--- src/rtl/ser_stream.sv ---
// Parallel-to-serial streamer with valid/ready intake, a one-word holding buffer and a last-bit marker.
// Define SER_STREAM_PARITY_EN to append an even-parity bit after each word's data bits.
module ser_stream #(
    parameter int WIDTH   = 16,
    parameter int MOD_W   = $clog2(WIDTH),
    parameter int MIN_LEN = 3
) (
    input  logic             clk_i,
    input  logic             srst_i,
    input  logic [WIDTH-1:0] data_i,
    input  logic [MOD_W-1:0] data_mod_i,
    input  logic             lsb_first_i,
    input  logic             data_val_i,
    output logic             ready_o,
    output logic             ser_data_o,
    output logic             ser_data_val_o,
    output logic             ser_last_o,
    output logic             busy_o
);

    localparam int CW = $clog2(WIDTH + 1);

`ifdef SER_STREAM_PARITY_EN
    typedef enum logic [1:0] {ST_IDLE, ST_SHIFT, ST_PARITY} state_t;
`else
    typedef enum logic {ST_IDLE, ST_SHIFT} state_t;
`endif

    state_t           state_reg, state_next;
    logic [WIDTH-1:0] sh_reg, sh_next;
    logic             lsb_reg, lsb_next;
    logic [CW-1:0]    cnt_reg, cnt_next;
    logic             hold_valid_reg, hold_valid_next;
    logic [WIDTH-1:0] hold_data_reg, hold_data_next;
    logic [CW-1:0]    hold_len_reg, hold_len_next;
    logic             hold_lsb_reg, hold_lsb_next;
    logic             ser_data_reg, ser_data_next;
    logic             ser_val_reg, ser_val_next;
    logic             ser_last_reg, ser_last_next;
    logic             busy_reg, busy_next;
`ifdef SER_STREAM_PARITY_EN
    logic             par_reg, par_next;
`endif

    logic [CW-1:0]    in_len;
    logic             in_ok;
    logic             shifter_free;
    logic             do_load;
    logic [WIDTH-1:0] ld_data;
    logic [CW-1:0]    ld_len;
    logic             ld_lsb;
    logic             ld_bit;
    logic             nx_bit;

    assign ready_o        = !hold_valid_reg;
    assign ser_data_o     = ser_data_reg;
    assign ser_data_val_o = ser_val_reg;
    assign ser_last_o     = ser_last_reg;
    assign busy_o         = busy_reg;

    // Words with an out-of-range modifier or below the minimum length are swallowed here.
    assign in_len = (data_mod_i == '0) ? CW'(WIDTH) : CW'(data_mod_i);
    assign in_ok  = data_val_i && ready_o
                    && (int'(data_mod_i) <= WIDTH)
                    && (int'(in_len) >= MIN_LEN);

    // The shifter can take a new word while idle or while its final output cycle is on the line.
`ifdef SER_STREAM_PARITY_EN
    assign shifter_free = (state_reg == ST_IDLE) || (state_reg == ST_PARITY);
`else
    assign shifter_free = (state_reg == ST_IDLE)
                          || ((state_reg == ST_SHIFT) && (cnt_reg == '0));
`endif

    always_comb begin
        state_next      = state_reg;
        sh_next         = sh_reg;
        lsb_next        = lsb_reg;
        cnt_next        = cnt_reg;
        hold_valid_next = hold_valid_reg;
        hold_data_next  = hold_data_reg;
        hold_len_next   = hold_len_reg;
        hold_lsb_next   = hold_lsb_reg;
        ser_data_next   = 1'b0;
        ser_val_next    = 1'b0;
        ser_last_next   = 1'b0;
`ifdef SER_STREAM_PARITY_EN
        par_next        = par_reg;
`endif
        do_load         = 1'b0;
        ld_data         = hold_data_reg;
        ld_len          = hold_len_reg;
        ld_lsb          = hold_lsb_reg;

        // The buffered word always has priority so ordering is preserved.
        if (hold_valid_reg && shifter_free) begin
            do_load         = 1'b1;
            hold_valid_next = 1'b0;
        end else if (in_ok && shifter_free) begin
            do_load = 1'b1;
            ld_data = data_i;
            ld_len  = in_len;
            ld_lsb  = lsb_first_i;
        end else if (in_ok) begin
            hold_valid_next = 1'b1;
            hold_data_next  = data_i;
            hold_len_next   = in_len;
            hold_lsb_next   = lsb_first_i;
        end

        ld_bit = ld_lsb ? ld_data[0] : ld_data[WIDTH-1];
        nx_bit = lsb_reg ? sh_reg[0] : sh_reg[WIDTH-1];

        if (do_load) begin
            state_next    = ST_SHIFT;
            ser_val_next  = 1'b1;
            ser_data_next = ld_bit;
            sh_next       = ld_lsb ? (ld_data >> 1) : (ld_data << 1);
            lsb_next      = ld_lsb;
            cnt_next      = ld_len - CW'(1);
`ifdef SER_STREAM_PARITY_EN
            par_next      = ld_bit;
`else
            ser_last_next = (ld_len == CW'(1));
`endif
        end else begin
            case (state_reg)
                ST_SHIFT: begin
                    if (cnt_reg != '0) begin
                        ser_val_next  = 1'b1;
                        ser_data_next = nx_bit;
                        sh_next       = lsb_reg ? (sh_reg >> 1) : (sh_reg << 1);
                        cnt_next      = cnt_reg - CW'(1);
`ifdef SER_STREAM_PARITY_EN
                        par_next      = par_reg ^ nx_bit;
`else
                        ser_last_next = (cnt_reg == CW'(1));
`endif
                    end else begin
`ifdef SER_STREAM_PARITY_EN
                        state_next    = ST_PARITY;
                        ser_val_next  = 1'b1;
                        ser_data_next = par_reg;
                        ser_last_next = 1'b1;
`else
                        state_next    = ST_IDLE;
`endif
                    end
                end
                default: state_next = ST_IDLE;
            endcase
        end

        busy_next = (state_next != ST_IDLE) || hold_valid_next;
    end

    always_ff @(posedge clk_i) begin
        if (srst_i) begin
            state_reg      <= ST_IDLE;
            sh_reg         <= '0;
            lsb_reg        <= 1'b0;
            cnt_reg        <= '0;
            hold_valid_reg <= 1'b0;
            hold_data_reg  <= '0;
            hold_len_reg   <= '0;
            hold_lsb_reg   <= 1'b0;
            ser_data_reg   <= 1'b0;
            ser_val_reg    <= 1'b0;
            ser_last_reg   <= 1'b0;
            busy_reg       <= 1'b0;
`ifdef SER_STREAM_PARITY_EN
            par_reg        <= 1'b0;
`endif
        end else begin
            state_reg      <= state_next;
            sh_reg         <= sh_next;
            lsb_reg        <= lsb_next;
            cnt_reg        <= cnt_next;
            hold_valid_reg <= hold_valid_next;
            hold_data_reg  <= hold_data_next;
            hold_len_reg   <= hold_len_next;
            hold_lsb_reg   <= hold_lsb_next;
            ser_data_reg   <= ser_data_next;
            ser_val_reg    <= ser_val_next;
            ser_last_reg   <= ser_last_next;
            busy_reg       <= busy_next;
`ifdef SER_STREAM_PARITY_EN
            par_reg        <= par_next;
`endif
        end
    end

endmodule

--- config.mk ---
export PLATFORM = sky130hd
export DESIGN_NAME = ser_stream
export DESIGN_NICKNAME = d
export VERILOG_FILES = /design/src/rtl/ser_stream.sv
export SDC_FILE = /design/constraint.sdc
export NUM_CORES = 1
export LEC_CHECK = 0
export ABC_AREA = 1
export BUFFER_PORTS_ARGS = -buffer_cell sky130_fd_sc_hd__buf_2
export CORE_MARGIN = 4
export CORE_UTILIZATION = 60
export CTS_BUF_LIST = sky130_fd_sc_hd__clkbuf_4
export DETAILED_ROUTE_END_ITERATION = 8
export HOLD_SLACK_MARGIN = 0.03
export PLACE_DENSITY = 0.8
export SKIP_LAST_GASP = 1
export SYNTH_ARGS = -nofsm -noshare
export SYNTH_HDL_FRONTEND = slang
export SYNTH_SLANG_ARGS = --single-unit
--- constraint.sdc ---
create_clock -name clk_i -period 2.5 [get_ports clk_i]
set_clock_uncertainty 0.1 [all_clocks]
set_input_delay 0.375 -clock clk_i [delete_from_list [all_inputs] [get_ports clk_i]]
set_output_delay 0.375 -clock clk_i [all_outputs]
set_load 0.005 [all_outputs]
==> out/qor.csv, run 1 <==
metric;value;unit
cellPowerDensity;733;nW/um^2
hold_violations;0;
reg2reg_to;cnt_reg[2];
antenna_left;0;
h-tree-depth;2;
core-area;4440;um^2
post-route-util;68.1;%
maxSlewHeadroom;63.5;%
syn_area_per_cell;6.60;um^2
syn_inst;425;
dr.pass1.iters;5;
ir_drop;0.000381;V
static-leakage-power;0.00153;uW
layout.nets;476;
drv_cap;0;
wl_per_cell;12.5;um
hold_path_class;in2reg;
cp_max_fo;10;
syn-num-nets;454;
crit_chain;inv_1 > ha_1 > inv_1 > nor2_1 > nand2_1 > nand2_2 > nand3_2 > nand2_1 > nand2_1 > ha_1 > nand2_1 > nand2_1 > nor2_1 > o22ai_1;
grt_pass1_vias;2376;
cts_resized;0;
hold_end;lsb_reg;
hold_ws;0.117;ns
n_fill_cell;419;
setup_violations;0;
avgViaCountPerCell;5.26;
post_cts_buffers;0;
insertion_delay;0.37;ns
route.detailed.drc;0;
worst_slew_pin_slew;0.547;ns
regToRegSetupSlack;0.28;ns
grt_max_degree;41;
cp_slowest_cell;dfxtp_1;
initial_core_util;63.1;%
numClockSinks;49;
io_pins;29;
run_status;finished, final reports clean;
rows;24;
critPathMaxStageDelay;0.35;ns
total_power;2220;uW
place_area;2970;um^2
cts_buffer_depth;2;
n_antenna_cell;0;
worstSetupEndpointType;register;
setup.worst_path.start_class;register;
fmax;451;MHz
numCtsBuffers;5;
dieArea;5840;um^2
ys_seq_elements;49;
required;2.67;ns
die_x;76.4;um
timing.final.crit_share;88.7;%
vias;2629;
gp_congestion;0.898;
drt_iter0_markers;257;
wl;6230;um
tns;0;ns
cp_common_cell;nand2_1;
port-buffer-count;28;
place_hpwl;4410;um
post-route-min-period;2.22;ns
hold_buffers;0;
layout-area-overhead-vs-synth;7.89;%
grt_setup_unrepaired;false;
overflow;0;
cts_root_buf;clkbuf_4;
min_from;srst_i;
grt_usage;22.2;%
synthDistinctLibCells;32;
multi_input_area;1490;um^2
yosys_warnings;0;
drive_gt1_share;13.4;%
netlist_area;2810;um^2
finalMaxSlewViolations;0;
reg2reg_depth;14;
antenna_found_initial;0;
grt_pass1_wl;10800;um
hold_depth;2;
die_h;76.4;um
finalInstanceArea;3030;um^2
crit_type;reg2reg;
clkTransAtPathRegs;0.14;ns
arrival;2.39;ns
reg2reg_from;cnt_reg[0];
cts_tree;done;
synth_seq_area_share;35.0;%
seqCellArea;981;um^2
==> cell usage after synthesis <==
cell | n | area share, %
mux2i_1 | 13 | 4.6
buf_2 | 10 | 1.8
nor3_1 | 2 | 0.36
o22ai_1 | 2 | 0.45
nand3b_1 | 10 | 2.7
buf_6 | 2 | 0.80
or2_2 | 1 | 0.22
buf_1 | 1 | 0.13
nand2_1 | 110 | 15
o31ai_1 | 1 | 0.27
nand3_4 | 1 | 0.62
xor2_1 | 3 | 0.94
nor2_4 | 1 | 0.40
o21ai_1 | 2 | 0.36
nand3_2 | 1 | 0.36
nand3_1 | 11 | 2.0
a21oi_1 | 19 | 3.4
nor2_1 | 33 | 4.4
dfxtp_1 | 49 | 35
inv_1 | 58 | 7.8
o211ai_1 | 1 | 0.27
ha_1 | 5 | 2.2
o21ai_0 | 61 | 11
a221oi_1 | 1 | 0.31
nor2_2 | 5 | 1.1
and2_1 | 1 | 0.22
clkbuf_1 | 9 | 1.2
nand2_2 | 3 | 0.67
inv_2 | 2 | 0.27
a31oi_1 | 2 | 0.45
nand4_1 | 4 | 0.89
o21ai_2 | 1 | 0.31
==> worst max path at each step <==
stage	from	to	slack, ns
after detailed placement	cnt_reg[0]	cnt_reg[4]	0.26
after floorplan	cnt_reg[0]	cnt_reg[4]	0.50
after CTS	cnt_reg[1]	cnt_reg[4]	0.22
final	cnt_reg[0]	cnt_reg[2]	0.28
after global routing	cnt_reg[0]	cnt_reg[2]	0.08
after global placement	cnt_reg[0]	cnt_reg[2]	0.39
==> where the power goes <==
part	total, uW	switching (uW)	internal, uW
registers	1000	89.2	912
clock network	367	260	107
logic	852	538	314
==> layout by cell type, fill, tap and decap left out, types with 3 or more instances in the layout <==
cell,instances
o21ai_0,61
nand3b_1,10
a21oi_1,19
nand4_1,4
dfxtp_1,49
ha_1,5
nand2_2,3
nor2_2,5
nand3_1,11
buf_4,9
inv_1,58
xor2_1,3
nand2_1,110
nor2_1,33
clkbuf_4,5
buf_2,28
mux2i_1,13
==> area by class of cell <==
cell class | instances | area share [%]
inverter | 60 | 7.44
clock inverter | 3 | 0.579
sequential | 49 | 32.4
clock buffer | 5 | 1.24
multi-input combinational | 294 | 49.3
tap | 52 | 2.15
timing repair buffer | 37 | 6.86
==> cells by family (layout without fill, tap and decap cells) <==
logic type | Yosys count | in the layout | share of synthesized area [%]
compound gates | 90 | 90 | 16.7
xor+xnor | 3 | 3 | 0.936
fa+ha+maj | 5 | 5 | 2.23
buf+inv | 82 | 105 | 11.9
flops | 49 | 49 | 35.0
mux | 13 | 13 | 4.64
simple gates | 183 | 183 | 28.6
==> metrics by stage <==
| stage | setup WS (ns) | instances |
|---|---|---|
| after floorplan | 0.505 | 425 |
| after global placement | 0.391 | 492 |
| after detailed placement | 0.256 | 492 |
| after CTS | 0.219 | 500 |
| after global routing | 0.0824 | 500 |
| final | 0.281 | 500 |
==> routing by layer <==
metal  GRT usage, %  wire, um  vias to the layer above
li1               -         -                     1394
met1           32.6      2990                     1160
met2           33.6      2750                       68
met3           3.90       418                        7
met4           5.80        71                        0
met5              0         0                        -
==> critical path, delay by kind of cell (launching register included) <==
kind	cells	cell delay (ns)
fa+ha+maj	2	0.42
simple gates	9	1.00
compound gates	1	0.09
flops	1	0.35
buf+inv	2	0.17
No activity file was read; power rests on OpenSTA's default activity.
==> run 2: changes to the inputs <==
CORE_UTILIZATION = 61   (was 60)
PLACE_DENSITY = default   (was 0.8)
PLACE_DENSITY_LB_ADDON = 0.25   (was default)
==> run 2 against run 1 <==
Effect of this change:
- combinational power rose by 1%
- non-clock buffer count is the same
- sequential power hardly changed
- critical path type unchanged
- flip-flop and latch count unchanged
- critical endpoint is now cnt_reg[1]
- sequential share of layout area fell by 0.34 points
- first-iteration DRC count decreased by 20%
- maximum frequency down 0.81%
==> out/qor.csv, run 2 (synthesized netlist as in run 1, its figures left out) <==
metric;value;unit;change
run_status;finished, final reports clean;;unchanged
initial_core_util;63.6;%;was 63.1%
worst_slew_pin_slew;0.551;ns;was 0.547 ns
finalMaxSlewViolations;0;;unchanged
rows;24;;unchanged
static-leakage-power;0.00154;uW;was 0.00153 uW
core-area;4410;um^2;was 4440 um^2
vias;2659;;was 2629
avgViaCountPerCell;5.32;;was 5.26
multi_input_area;1490;um^2;about the same
place_hpwl;4440;um;was 4410 um
setup.worst_path.start_class;register;;unchanged
finalInstanceArea;3060;um^2;was 3030 um^2
required;2.67;ns;about the same
crit_chain;inv_1 > ha_1 > inv_1 > nor2_1 > nand2_1 > nand2_2 > nand3_2 > o21ai_1 > ha_1 > o21ai_0 > o22ai_1;;was inv_1 > ha_1 > inv_1 > nor2_1 > nand2_1 > nand2_2 > nand3_2 > nand2_1 > nand2_1 > ha_1 > nand2_1 > nand2_1 > nor2_1 > o22ai_1
final_cell_count_no_fill;500;;unchanged
critPathMaxStageDelay;0.34;ns;was 0.35 ns
wl_per_cell;12.7;um;was 12.5 um
setup_violations;0;;unchanged
grt_usage;23.8;%;was 22.2%
post-route-min-period;2.24;ns;was 2.22 ns
path_buf_inv;2;;unchanged
cp_top_family;compound AO/OA/AOI/OAI gates;;was simple AND/OR/NAND/NOR gates
n_antenna_cell;0;;unchanged
grt_max_degree;40;;was 41
die_x;75.8;um;was 76.4 um
post_cts_buffers;0;;unchanged
overflow;0;;unchanged
grt_setup_unrepaired;false;;unchanged
h-tree-depth;2;;unchanged
hold_buffers;0;;unchanged
arrival;2.41;ns;was 2.39 ns
numClockSinks;49;;unchanged
hold_path_class;in2reg;;unchanged
antenna_left;0;;unchanged
tns;0;ns;unchanged
n_fill_cell;374;;was 419
drt_iter0_markers;205;;was 257
cp_max_fo;10;;unchanged
cp_slowest_cell;dfxtp_1;;unchanged
antenna_found_initial;0;;unchanged
place_area;2980;um^2;was 2970 um^2
fmax;447;MHz;was 451 MHz
layout.nets;476;;unchanged
port-buffer-count;28;;unchanged
grt_pass1_wl;10700;um;was 10800 um
die_h;75.8;um;was 76.4 um
mostFrequentLayoutCells;110 x nand2_1, 61 x o21ai_0, 58 x inv_1;;unchanged
hold_violations;0;;unchanged
layout-area-overhead-vs-synth;9.05;%;was 7.89%
wl;6330;um;was 6230 um
grt_pass1_vias;2366;;was 2376
dieArea;5750;um^2;was 5840 um^2
gp_congestion;0.885;;was 0.898
timing.final.crit_share;89.5;%;was 88.7%
layout_commonest_cell;nand2_1;;unchanged
crit_type;reg2reg;;unchanged
cellPowerDensity;761;nW/um^2;was 733 nW/um^2
drv_cap;0;;unchanged
cts_buffer_depth;2;;unchanged
clkTransAtPathRegs;0.14;ns;about the same
io_pins;29;;unchanged
cts_resized;0;;unchanged
hold_ws;0.118;ns;was 0.117 ns
cts_tree;done;;unchanged
insertion_delay;0.38;ns;was 0.37 ns
seqCellArea;981;um^2;unchanged
dr.pass1.iters;4;;was 5
ir_drop;0.000436;V;was 0.000381 V
cts_root_buf;clkbuf_4;;unchanged
maxSlewHeadroom;63.2;%;was 63.5%
route.detailed.drc;0;;unchanged
dp.cells;492;;unchanged
drive_gt1_share;13.2;%;was 13.4%
worstSetupEndpointType;register;;unchanged
numCtsBuffers;5;;unchanged
-- run 2: area by class of cell --
type                            count  area share [%]
Inverter                           60            7.36
Sequential cell                    49            32.1
Clock inverter                      3            1.35
Timing Repair Buffer               37            7.20
Clock buffer                        5            1.23
Tap cell                           52            2.13
Multi-Input combinational cell    294            48.7
-- run 2: path summary, 6_finish.rpt --
path	from	to	slack (ns)	depth (start not counted)
max	cnt_reg[0]	cnt_reg[1]	0.26	11
min	srst_i	lsb_reg	0.12	2
max reg2reg	cnt_reg[0]	cnt_reg[1]	0.26	11
min reg2reg	hold_data_reg[15]	hold_data_reg[15]	0.36	2
-- run 2: worst reg2reg max path, delay by kind of cell (launching register included) --
kind | cells | cell delay, ns
AOI/OAI and AO/OA | 3 | 0.61
and+or+nand+nor | 4 | 0.46
adders and majority gates | 2 | 0.45
DFF | 1 | 0.34
buffers and inverters | 2 | 0.18
-- run 2: report_power, final --
part,leakage [uW],switching (uW),internal [uW]
Clock,0.0000389,254,207
Sequential,0.000402,93.1,912
Combinational,0.00109,539,323
-- run 2: stage by stage --
stage               setup WS, ns  power [uW]  utilization (%)
floorplan                  0.505        1650                -
global placement           0.372        1840             67.5
detailed placement         0.305        1870             67.5
CTS                        0.289        2330             69.3
global route              0.0635        2520             69.3
finish                     0.263        2330             69.3
-- run 2: per-layer routing --
metal,share of wire [%],GRT usage (%)
met4,1.3,7.18
met5,0,0
met2,44,35.5
met1,49,34.5
met3,5.7,5.01
